--- config.mk ---
export PLATFORM = sky130hd
export DESIGN_NAME = mem_arbiter
export DESIGN_NICKNAME = d
export VERILOG_FILES = /design/src/rtl/mem_arb_pkg.sv /design/src/rtl/mem_arbiter.sv
export SDC_FILE = /design/constraint.sdc
export NUM_CORES = 1
export LEC_CHECK = 0
export BUFFER_PORTS_ARGS = -buffer_cell sky130_fd_sc_hd__clkbuf_2
export CAP_MARGIN = 25
export CORE_MARGIN = 8
export CORE_UTILIZATION = 38
export CTS_BUF_LIST = sky130_fd_sc_hd__clkbuf_4 sky130_fd_sc_hd__clkbuf_8 sky130_fd_sc_hd__clkbuf_16
export CTS_CLUSTER_SIZE = 8
export DETAILED_ROUTE_END_ITERATION = 8
export GPL_TIMING_DRIVEN = 0
export HOLD_SLACK_MARGIN = 0.1
export PLACE_DENSITY_LB_ADDON = 0.12
export SYNTH_ARGS = -nofsm -noshare
export SYNTH_HDL_FRONTEND = slang
export SYNTH_SLANG_ARGS = --single-unit
--- constraint.sdc ---
create_clock -name clk -period 3.7 [get_ports clk]
set_clock_uncertainty 0.1 [all_clocks]
set_input_delay 0.37 -clock clk [delete_from_list [all_inputs] [get_ports clk]]
set_output_delay 0.37 -clock clk [all_outputs]
set_load 0.01 [all_outputs]
--- src/rtl/mem_arb_pkg.sv ---
// rtl/mem_arb_pkg.sv - read-owner encoding and default parameters for mem_arbiter
package mem_arb_pkg;

  // Which requester the RAM read data returning next cycle belongs to
  typedef enum logic [1:0] {
    OWN_NONE = 2'd0,
    OWN_CPU  = 2'd1,
    OWN_DMA  = 2'd2
  } rd_owner_e;

  localparam int RAM_AW_DEF     = 7;
  localparam int STARVE_MAX_DEF = 4;

endpackage

--- src/rtl/mem_arbiter.sv ---
// rtl/mem_arbiter.sv - single-port RAM arbiter between a CPU port and a DMA requester
//
// Ports:
//   clk, rst_n                     clock, asynchronous active-low reset
//   cpu_rd_en/cpu_rd_addr          CPU read request, held until cpu_rd_vld
//   cpu_wr_en/cpu_wr_addr/byte     CPU single-cycle write, never stalled
//   cpu_rd_byte/cpu_rd_vld         CPU read return
//   dma_req/dma_we/addr/wdata      DMA request, held until dma_gnt
//   dma_gnt                        DMA acceptance pulse (same cycle as its RAM command)
//   dma_rdata/dma_rvld             DMA read return
//   mem_en/we/addr/wdata           RAM command, combinational from this cycle's decision
//   mem_rdata                      RAM read data, one cycle after a read command
module mem_arbiter
  import mem_arb_pkg::*;
#(
  parameter int RAM_AW     = RAM_AW_DEF,
  parameter int STARVE_MAX = STARVE_MAX_DEF
) (
  input  logic              clk,
  input  logic              rst_n,
  input  logic              cpu_rd_en,
  input  logic [15:0]       cpu_rd_addr,
  input  logic              cpu_wr_en,
  input  logic [15:0]       cpu_wr_addr,
  input  logic [7:0]        cpu_wr_byte,
  output logic [7:0]        cpu_rd_byte,
  output logic              cpu_rd_vld,
  input  logic              dma_req,
  input  logic              dma_we,
  input  logic [15:0]       dma_addr,
  input  logic [7:0]        dma_wdata,
  output logic              dma_gnt,
  output logic [7:0]        dma_rdata,
  output logic              dma_rvld,
  output logic              mem_en,
  output logic              mem_we,
  output logic [RAM_AW-1:0] mem_addr,
  output logic [7:0]        mem_wdata,
  input  logic [7:0]        mem_rdata
);

  localparam int            SW         = $clog2(STARVE_MAX + 1);
  localparam logic [SW-1:0] STARVE_LIM = SW'(STARVE_MAX);

  typedef enum logic [1:0] {
    SRC_NONE   = 2'd0,
    SRC_CPU_WR = 2'd1,
    SRC_CPU_RD = 2'd2,
    SRC_DMA    = 2'd3
  } src_e;

  src_e          win;
  rd_owner_e     rd_owner;
  logic          cpu_busy;
  logic [SW-1:0] starve_cnt;

  // Address bits above the RAM width alias and are intentionally dropped
  logic unused_addr_bits;
  assign unused_addr_bits = ^{cpu_rd_addr[15:RAM_AW], cpu_wr_addr[15:RAM_AW],
                              dma_addr[15:RAM_AW]};

  // Arbitration: CPU write, starved DMA, CPU read, DMA.
  // Nothing wins while in reset so the command outputs read as zero.
  always_comb begin
    win = SRC_NONE;
    if (!rst_n)
      win = SRC_NONE;
    else if (cpu_wr_en)
      win = SRC_CPU_WR;
    else if (dma_req && (starve_cnt == STARVE_LIM))
      win = SRC_DMA;
    else if (cpu_rd_en && !cpu_busy)
      win = SRC_CPU_RD;
    else if (dma_req)
      win = SRC_DMA;
  end

  always_comb begin
    mem_en    = 1'b0;
    mem_we    = 1'b0;
    mem_addr  = '0;
    mem_wdata = '0;
    dma_gnt   = 1'b0;
    case (win)
      SRC_CPU_WR: begin
        mem_en    = 1'b1;
        mem_we    = 1'b1;
        mem_addr  = cpu_wr_addr[RAM_AW-1:0];
        mem_wdata = cpu_wr_byte;
      end
      SRC_CPU_RD: begin
        mem_en   = 1'b1;
        mem_addr = cpu_rd_addr[RAM_AW-1:0];
      end
      SRC_DMA: begin
        mem_en    = 1'b1;
        mem_we    = dma_we;
        mem_addr  = dma_addr[RAM_AW-1:0];
        mem_wdata = dma_we ? dma_wdata : 8'h00;
        dma_gnt   = 1'b1;
      end
      default: ;
    endcase
  end

  always_ff @(posedge clk or negedge rst_n) begin
    if (!rst_n) begin
      rd_owner   <= OWN_NONE;
      cpu_busy   <= 1'b0;
      starve_cnt <= '0;
    end else begin
      case (win)
        SRC_CPU_RD: rd_owner <= OWN_CPU;
        SRC_DMA:    rd_owner <= dma_we ? OWN_NONE : OWN_DMA;
        default:    rd_owner <= OWN_NONE;
      endcase

      // cpu_rd_en stays high through the return cycle; busy masks it there
      if (win == SRC_CPU_RD)
        cpu_busy <= 1'b1;
      else if (cpu_rd_vld)
        cpu_busy <= 1'b0;

      if (dma_gnt)
        starve_cnt <= '0;
      else if (dma_req && (starve_cnt != STARVE_LIM))
        starve_cnt <= starve_cnt + SW'(1);
    end
  end

  // Returned data is steered only to the owner and zero elsewhere
  assign cpu_rd_vld  = (rd_owner == OWN_CPU);
  assign dma_rvld    = (rd_owner == OWN_DMA);
  assign cpu_rd_byte = cpu_rd_vld ? mem_rdata : 8'h00;
  assign dma_rdata   = dma_rvld ? mem_rdata : 8'h00;

endmodule
# Word-level counts from Yosys, hierarchy flattened
# Index checks and enable logic that the tools add are counted.
# word_totals
word_cells	37
out_inout_bits	36
reg_bits	6
input_bits	78
# classes
muxes	19
add_sub_neg	1
reduce_logical	7
eq_ne	7
# ops
operator	count
2-to-1 mux 8 bit	3
one-hot mux 7 bit (3 select lines)	1
one-hot mux 8 bit (2 select lines)	1
2-to-1 mux 2 bit	6
== test 2 bit (second input constant)	3
2-to-1 mux 3 bit	2
== test 2 x 1 -> 1 bit (second input constant)	2
2-to-1 mux 1 bit	4
one-hot mux 2 bit (2 select lines)	1
nonzero test 2 bit	2
adder 3 x 1 -> 3 bit (second input constant)	1
== test 3 bit (second input constant)	1
logical AND 1 bit	3
!= test 3 bit (second input constant)	1
OR reduction 3 bit	1
one-hot mux 1 bit (2 select lines)	1
logical NOT 1 bit	1

# Depth between registers and ports, before layout
# Gate-level depths: netlist (run 1).
# depth
depth_word	9
ltp_mapped	6

# Worst setup path after synthesis (run 1)
# Ideal clock, no wire load.
# synth_path
kind	reg2out
from	register starve_cnt[0]
to	output mem_we
t_required_ns	3.230
t_arrival_ns	1.446
n_path_buf	0
path_slack_ns	1.784
stages_incl_launch_ff	6
cell_sequence	dfrtp_1 inv_1 ha_1 nand2_2 a2111oi_4 a21o_1
# synth_via
elab_chain_cells	7
elab_cells_between_ends	8
cone_classes	3 x eq/ne; 4 x mux; 1 x reduce/logical
# synth_rtl
element	line	rtl
start, declared	mem_arbiter.sv:55	logic [SW-1:0] starve_cnt;
start signal, assigned	mem_arbiter.sv:127	starve_cnt <= starve_cnt + SW'(1);
== test 3 bit (*)	mem_arbiter.sv:70	else if (dma_req && (starve_cnt == STARVE_LIM))
logical AND 1 bit (*)	mem_arbiter.sv:70	
2-to-1 mux 2 bit (*)	mem_arbiter.sv:70	
2-to-1 mux 2 bit (*)	mem_arbiter.sv:68	else if (cpu_wr_en)
2-to-1 mux 2 bit (*)	mem_arbiter.sv:66	if (!rst_n)
== test 2 bit or == test 2 x 1 -> 1 bit (tied branches)	mem_arbiter.sv:84	case (win)
one-hot mux 1 bit (2 select lines) (*)	mem_arbiter.sv:84	
end, declared	mem_arbiter.sv:36	output logic mem_we,
# Mark *: on every way between the ends. The rest lies on a longest branch, timed or not.

# Worst setup path after layout (run 1)
# layout_path
from	input rst_n
to	output mem_wdata[3]
# layout_via
elab_chain_cells	3
elab_cells_between_ends	4
cone_classes	2 x eq/ne; 2 x mux
# layout_rtl
element	line	rtl
start, declared	mem_arbiter.sv:20	input logic rst_n,
2-to-1 mux 2 bit (*)	mem_arbiter.sv:66	
== test 2 bit or == test 2 x 1 -> 1 bit (tied branches)	mem_arbiter.sv:84	
one-hot mux 8 bit (2 select lines) (*)	mem_arbiter.sv:84	
end, declared	mem_arbiter.sv:38	output logic [7:0] mem_wdata,
# Marked as above.

==> metrics.cfg, run 1 <==
[place]
dpl.hpwl_um = 3251
io_buffers = 84
place.gp.congestion = 0.7902

[cells_and_area]
fin_nets = 305
antenna_cells = 0
layout_commonest_cell = clkbuf_2
multi_input_area_um2 = 758.2
seq_area_um2 = 150.1
nFillCells = 255
drive_gt1_frac = 0.4753
final_cell_mix = clkbuf_2, nand2_1, and2_1
area_growth_pct = 46.34
finish.utilization = 0.5729

[yosys]
synth-async-reset-ratio = 1.000
yosys_warnings = 0
yosys_register_bits = 6
muxShareOfSynthArea = 0
synthFlopType = dfrtp_1
synth_xor_area_frac = 0
synth_top_family_by_area = compound AO/OA/AOI/OAI gates
synth-edff-count = 0
syn_area_um2 = 1061
synthSimpleGateAreaFrac = 0.2913
synth_area_per_cell_um2 = 7.859
syn_nets = 215
synth_compound_area_frac = 0.3998
synth-adder-area-share = 0.02358
synthCells = 135
synth.distinct_cells = 32
yosysSeqAreaShare = 0.1415

[sta]
layout_min_cycle_time_ps = 2664
rsz0062_at_grt = no
drv_slew = 0
tightest_slew_ps = 501.0
setup_tns_ps = 0
whs_ps = 266.5
fmax_mhz = 375.4
max-slew-margin-rel = 0.6660
finalCritPeriodShare = 0.7199
hold_viol = 0
setup_viol = 0

[floorplan]
dieArea_um2 = 4739
die_h_um = 68.84
die_w_um = 68.84
coreArea_um2 = 2710
rows = 19
initial_utilization = 0.3915
io_pins = 114

[run]
maxCapViolCount = 0

[clock_tree]
root_buffer = clkbuf_4
numCtsBuffers = 3
hold_buffers = 1
clock-sinks = 6
insertion_delay_ps = 240
cts_tree = yes
cts_resized = 0
cts_buffer_depth = 2
post_cts_buffers = 0
clk_pin_slew_worst_paths_ps = 40
h-tree-depth = 1

[route]
drt-pass1-iter-count = 4
vias = 1365
drt-wirelength-per-cell_um = 15.36
vias_per_cell = 5.374
drc = 0
antenna_left = 0
drtIter0Drc = 61
drt-total-wl_um = 3901

[pwr]
leakagePower_nw = 0.8048
powerDensity_nw_per_um2 = 253.5
total_power_mw = 0.3936
vdd_drop_max_uv = 184.6

[setup_path]
required_ps = 3230
cpMaxStageDelayCell = dlygate4sd3_1
slowest_delay_ps = 520
cp.arrival_ps = 2190
critPathKind = in2out
critPathCaptureType = primary output
path_cells = dlygate4sd3_1 > clkbuf_2 > buf_6 > nor2b_1 > buf_2 > buf_6 > o2111ai_1 > a22oi_1 > clkbuf_2
crit_path_max_fanout = 10
crit_path_start_kind = input port

[hold_path]
hold_path_class = in2reg

[grt]
grt_pass1_wl_um = 6030
grt_max_degree = 11
grt.overflow.total = 0
antenna_found_initial = 0
grt_pass1_vias = 1381
gr-usage-all-layers = 0.1626

[status]
outcome = complete, no violations

[final timing paths]
kind                                from       endpoint  slack, ps  depth (start not counted)
min reg2reg                starve_cnt[0]  starve_cnt[0]        460                          2
min in group asynchronous          rst_n    rd_owner[1]        390                          2
max                                rst_n   mem_wdata[3]       1040                          9
max reg2reg                starve_cnt[0]       cpu_busy       2010                          5
min                               dma_we    rd_owner[1]        270                          2
max in group asynchronous          rst_n  starve_cnt[2]       2950                          2
[worst max-delay path, delay by kind of cell]
| kind | cells | cell delay [ps] |
|---|---|---|
| simple gates | 1 | 130 |
| buf+inv | 6 | 1400 |
| compound gates | 2 | 290 |
[registers in the layout (all words and copies together), names as in the netlist]
name and flops:
cpu_busy 1, rd_owner 2, starve_cnt 3
[synth_stat cells (3+ instances only)]
cell type	count	share of area
and2_1	17	0.10
clkbuf_1	5	0.018
nor2b_1	4	0.024
buf_2	4	0.019
nand2_1	20	0.071
a21oi_1	3	0.014
a22oi_1	8	0.057
o2111ai_1	15	0.12
inv_1	5	0.018
o211ai_1	14	0.099
and3b_1	7	0.058
buf_6	5	0.053
dfrtp_1	6	0.14
[cell families after synthesis]
logic type | after synthesis
AOI/OAI and AO/OA | 49
adders and majority gates | 2
buffers and inverters | 23
DFF | 6
and+or+nand+nor | 55
[where the power goes]
part | total (mW) | internal [mW] | leakage, nW | switching [mW]
Combinational | 0.230 | 0.0974 | 0.714 | 0.133
Clock | 0.0592 | 0.0366 | 0.0138 | 0.0226
Sequential | 0.104 | 0.0860 | 0.0768 | 0.0181
Total | 0.394 | 0.220 | 0.805 | 0.173
[final cells by class]
type	instances	area share
Buffer	17	0.08380
Multi-Input combinational cell	106	0.4883
Tap cell	31	0.02498
Sequential cell	6	0.09670
Inverter	6	0.01450
Timing Repair Buffer	85	0.2772
Clock buffer	3	0.01450
[routing by layer]
layer,global-route usage,routed length [um]
met1,0.1927,1559
met2,0.2831,2047
met3,0.03877,294
met4,0.04762,0
met5,0,0
[stage by stage]
stage,cell area [um^2],std cells,worst slack (ps)
2_1_floorplan,1061,135,1784
3_3_place_gp,1520,250,1610
3_5_place_dp,1520,250,1541
4_1_cts,1553,254,1001
5_1_grt,1553,254,860.4
6_report,1553,254,1036
No activity file was read; power rests on OpenSTA's default activity.
==> run 2: changes to the inputs <==
Settings changed: ABC_AREA set to 1, CORE_UTILIZATION 38 to 27.
Clock period 3.7 ns to 2.4 ns, I/O delays scaled along.
==> run 2 against run 1 <==
  * Core utilization is 11 points lower
  * Synthesized cell count fell by 3.7%
  * Total power up 33%
  * Sequential power is 48% higher
  * Critical endpoint is now mem_addr[1]
==> metrics.cfg, run 2 <==
[route]
drc = 0  ; unchanged
drt-total-wl_um = 3062  ; -22%
drtIter0Drc = 22  ; -64%
drt-pass1-iter-count = 4  ; unchanged
antenna_left = 0  ; unchanged
vias_per_cell = 4.560  ; -15%
vias = 1140  ; -16%
drt-wirelength-per-cell_um = 12.25  ; -20%

[floorplan]
rows = 19  ; unchanged
die_w_um = 69.82  ; +1.4%
dieArea_um2 = 4874  ; +2.9%
io_pins = 114  ; unchanged
die_h_um = 69.82  ; +1.4%
initial_utilization = 0.2836  ; -0.1079
coreArea_um2 = 2758  ; +1.8%

[hold_path]
hold_path_class = in2reg
hold_depth = 3  ; +1

[run]
maxCapViolCount = 0  ; unchanged

[sta]
finalCritPeriodShare = 0.9323
layout_min_cycle_time_ps = 2238
max-slew-margin-rel = 0.7224  ; +0.05635
rsz0062_at_grt = no
hold_viol = 0  ; unchanged
fmax_mhz = 446.9
setup_tns_ps = 0  ; unchanged
setup_ws_ps = 162.5  ; -873.8 ps
drv_slew = 0  ; unchanged
tightest_slew_ps = 416.5  ; -84.52 ps
setup_viol = 0  ; unchanged

[cells_and_area]
drive_gt1_frac = 0.4886  ; +0.01325
layout_commonest_cell = clkbuf_2
final_cell_mix = clkbuf_2, nand2_1, nor2_1
top_regs = starve_cnt x3, rd_owner x2, cpu_busy x1
final_area_um2 = 1289  ; -17%
antenna_cells = 0  ; unchanged
fin_nets = 301  ; -1.3%
area_growth_pct = 64.80
regMostFlops = starve_cnt
largest_reg_flops = 3  ; unchanged

[setup_path]
required_ps = 2060  ; -1170 ps
critPathKind = in2out
cp.arrival_ps = 1900  ; -290 ps
critPathCaptureType = primary output
crit_path_max_fanout = 10  ; unchanged
crit_path_start_kind = input port
r2r_cells = 9  ; +4

[yosys]
syn_nets = 210  ; -2.3%
synthFlopType = dfrtp_1
synth-async-reset-ratio = 1.000  ; unchanged
synthCells = 130  ; -3.7%
synth-edff-count = 0  ; unchanged
synth.area.top_cells = dfrtp_1, nand2_1, nand3_1
synth.distinct_cells = 19  ; -41%
yosys_warnings = 0  ; unchanged
yosysSeqAreaShare = 0.1920  ; +0.05049
yosys_register_bits = 6  ; unchanged
yosysMostFrequentCell = nand2_1
synth_area_per_cell_um2 = 6.015  ; -23%
synth_top_cells_by_count = nand2_1, inv_1, nor2_1
syn_area_um2 = 782.0  ; -26%
yosys.area.top_type = dfrtp_1
synth.top_cell.area_share = 0.1920  ; +0.05049

[clock_tree]
insertion_delay_ps = 250  ; about the same
h-tree-depth = 1  ; unchanged
root_buffer = clkbuf_4
clk_pin_slew_worst_paths_ps = 50  ; about the same
numCtsBuffers = 3  ; unchanged
cts_buffer_depth = 2  ; unchanged
post_cts_buffers = 0  ; unchanged
cts_tree = yes
clock-sinks = 6  ; unchanged

[pwr]
leakagePower_nw = 0.8183  ; +1.7%
powerDensity_nw_per_um2 = 406.5  ; +60%
vdd_drop_max_uv = 235.2  ; +27%

[place]
post-place-ws_ps = 508.4  ; -1033 ps
place.gp.congestion = 0.7329  ; -7.3%
dpl.hpwl_um = 2646  ; -19%
io_buffers = 85  ; +1.2%
placed_area_um2 = 1246  ; -18%

[grt]
grt.overflow.total = 0  ; unchanged
gr-usage-all-layers = 0.1277  ; -0.03493
grt_max_degree = 11  ; unchanged
antenna_found_initial = 0  ; unchanged
grt_pass1_vias = 1259  ; -8.8%
grt_pass1_wl_um = 5361  ; -11%

[status]
outcome = complete, no violations

-- run 2: layout make-up --
cell class | instances | area [um^2]
Buffer | 6 | 52.55
Clock buffer | 3 | 22.52
Fill cell | 296 | 1469
Inverter | 21 | 82.58
Multi-Input combinational cell | 97 | 504.2
Sequential cell | 6 | 150.1
Tap cell | 31 | 38.79
Timing Repair Buffer | 86 | 437.9
-- run 2: per-stage QoR --
stage	instances	utilization	total power [mW]	hold slack (ps)
global route	250	0.4673	0.5752	241.5
finish	250	0.4673	0.5238	226.8
detailed placement	246	0.4519	0.4268	-6.004
floorplan	130	-	0.3236	-155.6
global placement	246	0.4519	0.4169	-6.386
CTS	250	0.4637	0.5335	220.5
-- run 2: timing repair --
item	4_1_cts	5_1_grt
hold buffers	1	0
resized for setup	0	4
endpoints found under the hold margin	6	0
endpoints found under the setup margin	0	10
-- run 2: critical path, cell delays in order --
cell and delay, ps:
dlygate4sd3_1 540, clkbuf_4 190, nand2_1 160, buf_6 170
clkinvlp_4 130, buf_4 190, nand2_1 60, nand3_1 80
clkbuf_2 140
-- run 2: kinds of logic (layout without fill, tap and decap cells) --
logic type | count (synthesis) | count (layout) | synth area share
xor+xnor | 2 | 2 | 0.02240
flops | 6 | 6 | 0.1920
compound gates | 11 | 11 | 0.1280
fa+ha+maj | 2 | 2 | 0.03199
simple gates | 82 | 82 | 0.4624
buf+inv | 27 | 116 | 0.1632
-- run 2: layer usage --
layer,vias to the layer above,global-route usage,share of wire
li1,590,-,-
met1,483,0.1225,0.39
met2,63,0.2264,0.47
met3,4,0.05722,0.12
met4,0,0.06027,0.019
met5,-,0,0
-- run 2: final timing paths --
| path | startpoint | endpoint | slack [ps] |
|---|---|---|---|
| max | rst_n | mem_addr[1] | 160 |
| min | dma_req | starve_cnt[1] | 230 |
| max reg2reg | starve_cnt[0] | rd_owner[1] | 760 |
| min reg2reg | starve_cnt[2] | starve_cnt[2] | 460 |
| max in group asynchronous | rst_n | rd_owner[0] | 1790 |
| min in group asynchronous | rst_n | starve_cnt[1] | 280 |
-- run 2: power breakdown --
group / leakage (nW) / switching, mW / internal, mW
Clock: 0.0138 / 0.0420 / 0.0570
Combinational: 0.729 / 0.148 / 0.123
Sequential: 0.0757 / 0.0209 / 0.133
Total: 0.818 / 0.211 / 0.313
==> run 3: changes to the inputs <==
Settings changed: PLACE_DENSITY set to 0.85, PLACE_DENSITY_LB_ADDON 0.12 to not set.
==> run 3 against run 2 <==
  * Wire length shrank 2.2%
  * Clock power is 10% lower
  * Combinational power fell by 2%
  * Total power fell by 2.9%
  * Die area is the same
  * Sequential power hardly changed
  * Sequential share of layout area increased by 0.068 points
  * Largest cell class unchanged
  * Non-clock buffer count unchanged
==> metrics.cfg, run 3 (same netlist as run 2, synthesis figures left out) <==
[status]
outcome = complete, no violations

[sta]
setup_tns_ps = 0  ; unchanged
layout_min_cycle_time_ps = 2230  ; -7.656 ps
finalCritPeriodShare = 0.9291  ; -0.003190
tightest_slew_ps = 450.1  ; +33.60 ps
rsz0062_at_grt = no
drv_slew = 0  ; unchanged
hold_viol = 0  ; unchanged
setup_viol = 0  ; unchanged
max-slew-margin-rel = 0.7000  ; -0.02240
fmax_mhz = 448.5  ; +0.34%
whs_ps = 247.1  ; +20.37 ps

[grt]
grt.overflow.total = 0  ; unchanged
grt_max_degree = 11  ; unchanged
grt_pass1_wl_um = 4885  ; -8.9%
grt_pass1_vias = 1168  ; -7.2%
gr-usage-all-layers = 0.1164  ; -0.01128
antenna_found_initial = 0  ; unchanged

[setup_path]
cp.arrival_ps = 1890  ; about the same
crit_path_max_fanout = 10  ; unchanged
slowest_delay_ps = 520  ; -20 ps
required_ps = 2060  ; about the same
crit_path_start_kind = input port
path_buf_inv = 4  ; -2
critPathKind = in2out
cpMaxStageDelayCell = dlygate4sd3_1
critPathCaptureType = primary output
cpLargestDelayFamily = buffers and inverters
path_cells = dlygate4sd3_1 > clkbuf_4 > nand2_1 > a21oi_4 > buf_4 > nand4_1 > nand3_1 > clkbuf_2

[cells_and_area]
final_cell_mix = clkbuf_2, nand2_1, inv_1, nor2_1, nand3_1
antenna_cells = 0  ; unchanged
area_growth_pct = 63.84
stdcell_count = 250  ; unchanged
top_regs = starve_cnt x3, rd_owner x2, cpu_busy x1
fin_nets = 301  ; unchanged
layout_commonest_cell = clkbuf_2
regMostFlops = starve_cnt
largest_reg_flops = 3  ; unchanged
final_area_um2 = 1281  ; -0.58%
drive_gt1_frac = 0.4840  ; -0.004566

[route]
drc = 0  ; unchanged
drt-pass1-iter-count = 4  ; unchanged
drt-total-wl_um = 2995  ; -2.2%
vias_per_cell = 4.596  ; +0.79%
vias = 1149  ; +0.79%
drtIter0Drc = 26  ; +18%
antenna_left = 0  ; unchanged
drt-wirelength-per-cell_um = 11.98  ; -2.2%

[clock_tree]
clock-sinks = 6  ; unchanged
numCtsBuffers = 3  ; unchanged
cts_buffer_depth = 2  ; unchanged
root_buffer = clkbuf_4
clk_pin_slew_worst_paths_ps = 40  ; about the same
h-tree-depth = 1  ; unchanged
post_cts_buffers = 0  ; unchanged
cts_tree = yes
insertion_delay_ps = 240  ; about the same

[pwr]
switching_share = 0.3886  ; -0.01349
p_sw_mw = 0.1976  ; -6.2%
vdd_drop_max_uv = 227.7  ; -3.2%
clockPowerShare = 0.175  ; -0.014
pwr-share-comb = 0.523  ; +0.005
internal_power_mw = 0.3108  ; -0.75%
p_seq_frac = 0.303  ; +0.010
leakagePower_nw = 0.8245  ; +0.76%
powerDensity_nw_per_um2 = 396.8  ; -2.4%

[floorplan]
dieArea_um2 = 4874  ; unchanged
die_w_um = 69.82  ; unchanged
io_pins = 114  ; unchanged
coreArea_um2 = 2758  ; unchanged
initial_utilization = 0.2836  ; unchanged
die_h_um = 69.82  ; unchanged
rows = 19  ; unchanged

[place]
dpl.hpwl_um = 2631  ; -0.56%
place_inst = 246  ; unchanged
io_buffers = 85  ; unchanged
place.gp.congestion = 0.7052  ; -3.8%
placed_area_um2 = 1246  ; unchanged

[run]
maxCapViolCount = 0  ; unchanged

[hold_path]
hold_path_class = in2reg

## run 3: worst paths after layout
check | from | endpoint | slack (ps) | depth (start not counted)
min in group asynchronous | rst_n | rd_owner[0] | 270 | 2
worst max-delay path | rst_n | mem_addr[1] | 170 | 8
max in group asynchronous | rst_n | starve_cnt[1] | 1800 | 2
worst max register to register | starve_cnt[0] | rd_owner[1] | 760 | 9
worst min-delay path | dma_req | starve_cnt[1] | 250 | 3
worst min register to register | starve_cnt[2] | starve_cnt[2] | 450 | 3
## run 3: routing by layer
layer  global-route usage  share of wire  routed length, um  up-vias
met4              0.04688         0.0090                 27        0
met2               0.2112           0.48               1450       59
met5                    0              0                  0        -
li1                     -              -                  -      591
met1               0.1079           0.39               1163      497
met3              0.05722           0.12                354        2
## run 3: worst min-delay path, cell delays in order
cell and delay, ps:
clkbuf_2 120, nand3_1 90, a22oi_1 80
## run 3: layout make-up
class | count | area (um^2)
Tap cell | 31 | 38.79
Multi-Input combinational cell | 97 | 504.2
Inverter | 21 | 78.83
Fill cell | 303 | 1476
Sequential cell | 6 | 150.1
Timing Repair Buffer | 86 | 437.9
Buffer | 6 | 48.80
Clock buffer | 3 | 22.52
## run 3: per-stage QoR
stage	power (mW)	util	worst slack, ps
global route	0.5532	0.4646	7.786
detailed placement	0.4246	0.4519	523.1
CTS	0.5179	0.4637	92.69
floorplan	0.3236	-	772.2
finish	0.5084	0.4646	170.1
global placement	0.4176	0.4519	558.4
## run 3: what timing repair did
item                       CTS  global route
hold buffers                 1             0
hold endpoints to repair     6             0
gates resized for setup      0             2
setup endpoints to repair    0            11
## run 3: power groups by stage
stage | clock [mW] | combinational, mW | sequential (mW)
finish | 0.0890 | 0.266 | 0.154
detailed placement | 0 | 0.269 | 0.156
global route | 0.0919 | 0.303 | 0.158
global placement | 0 | 0.264 | 0.154
CTS | 0.0921 | 0.271 | 0.154
floorplan | 0 | 0.172 | 0.151
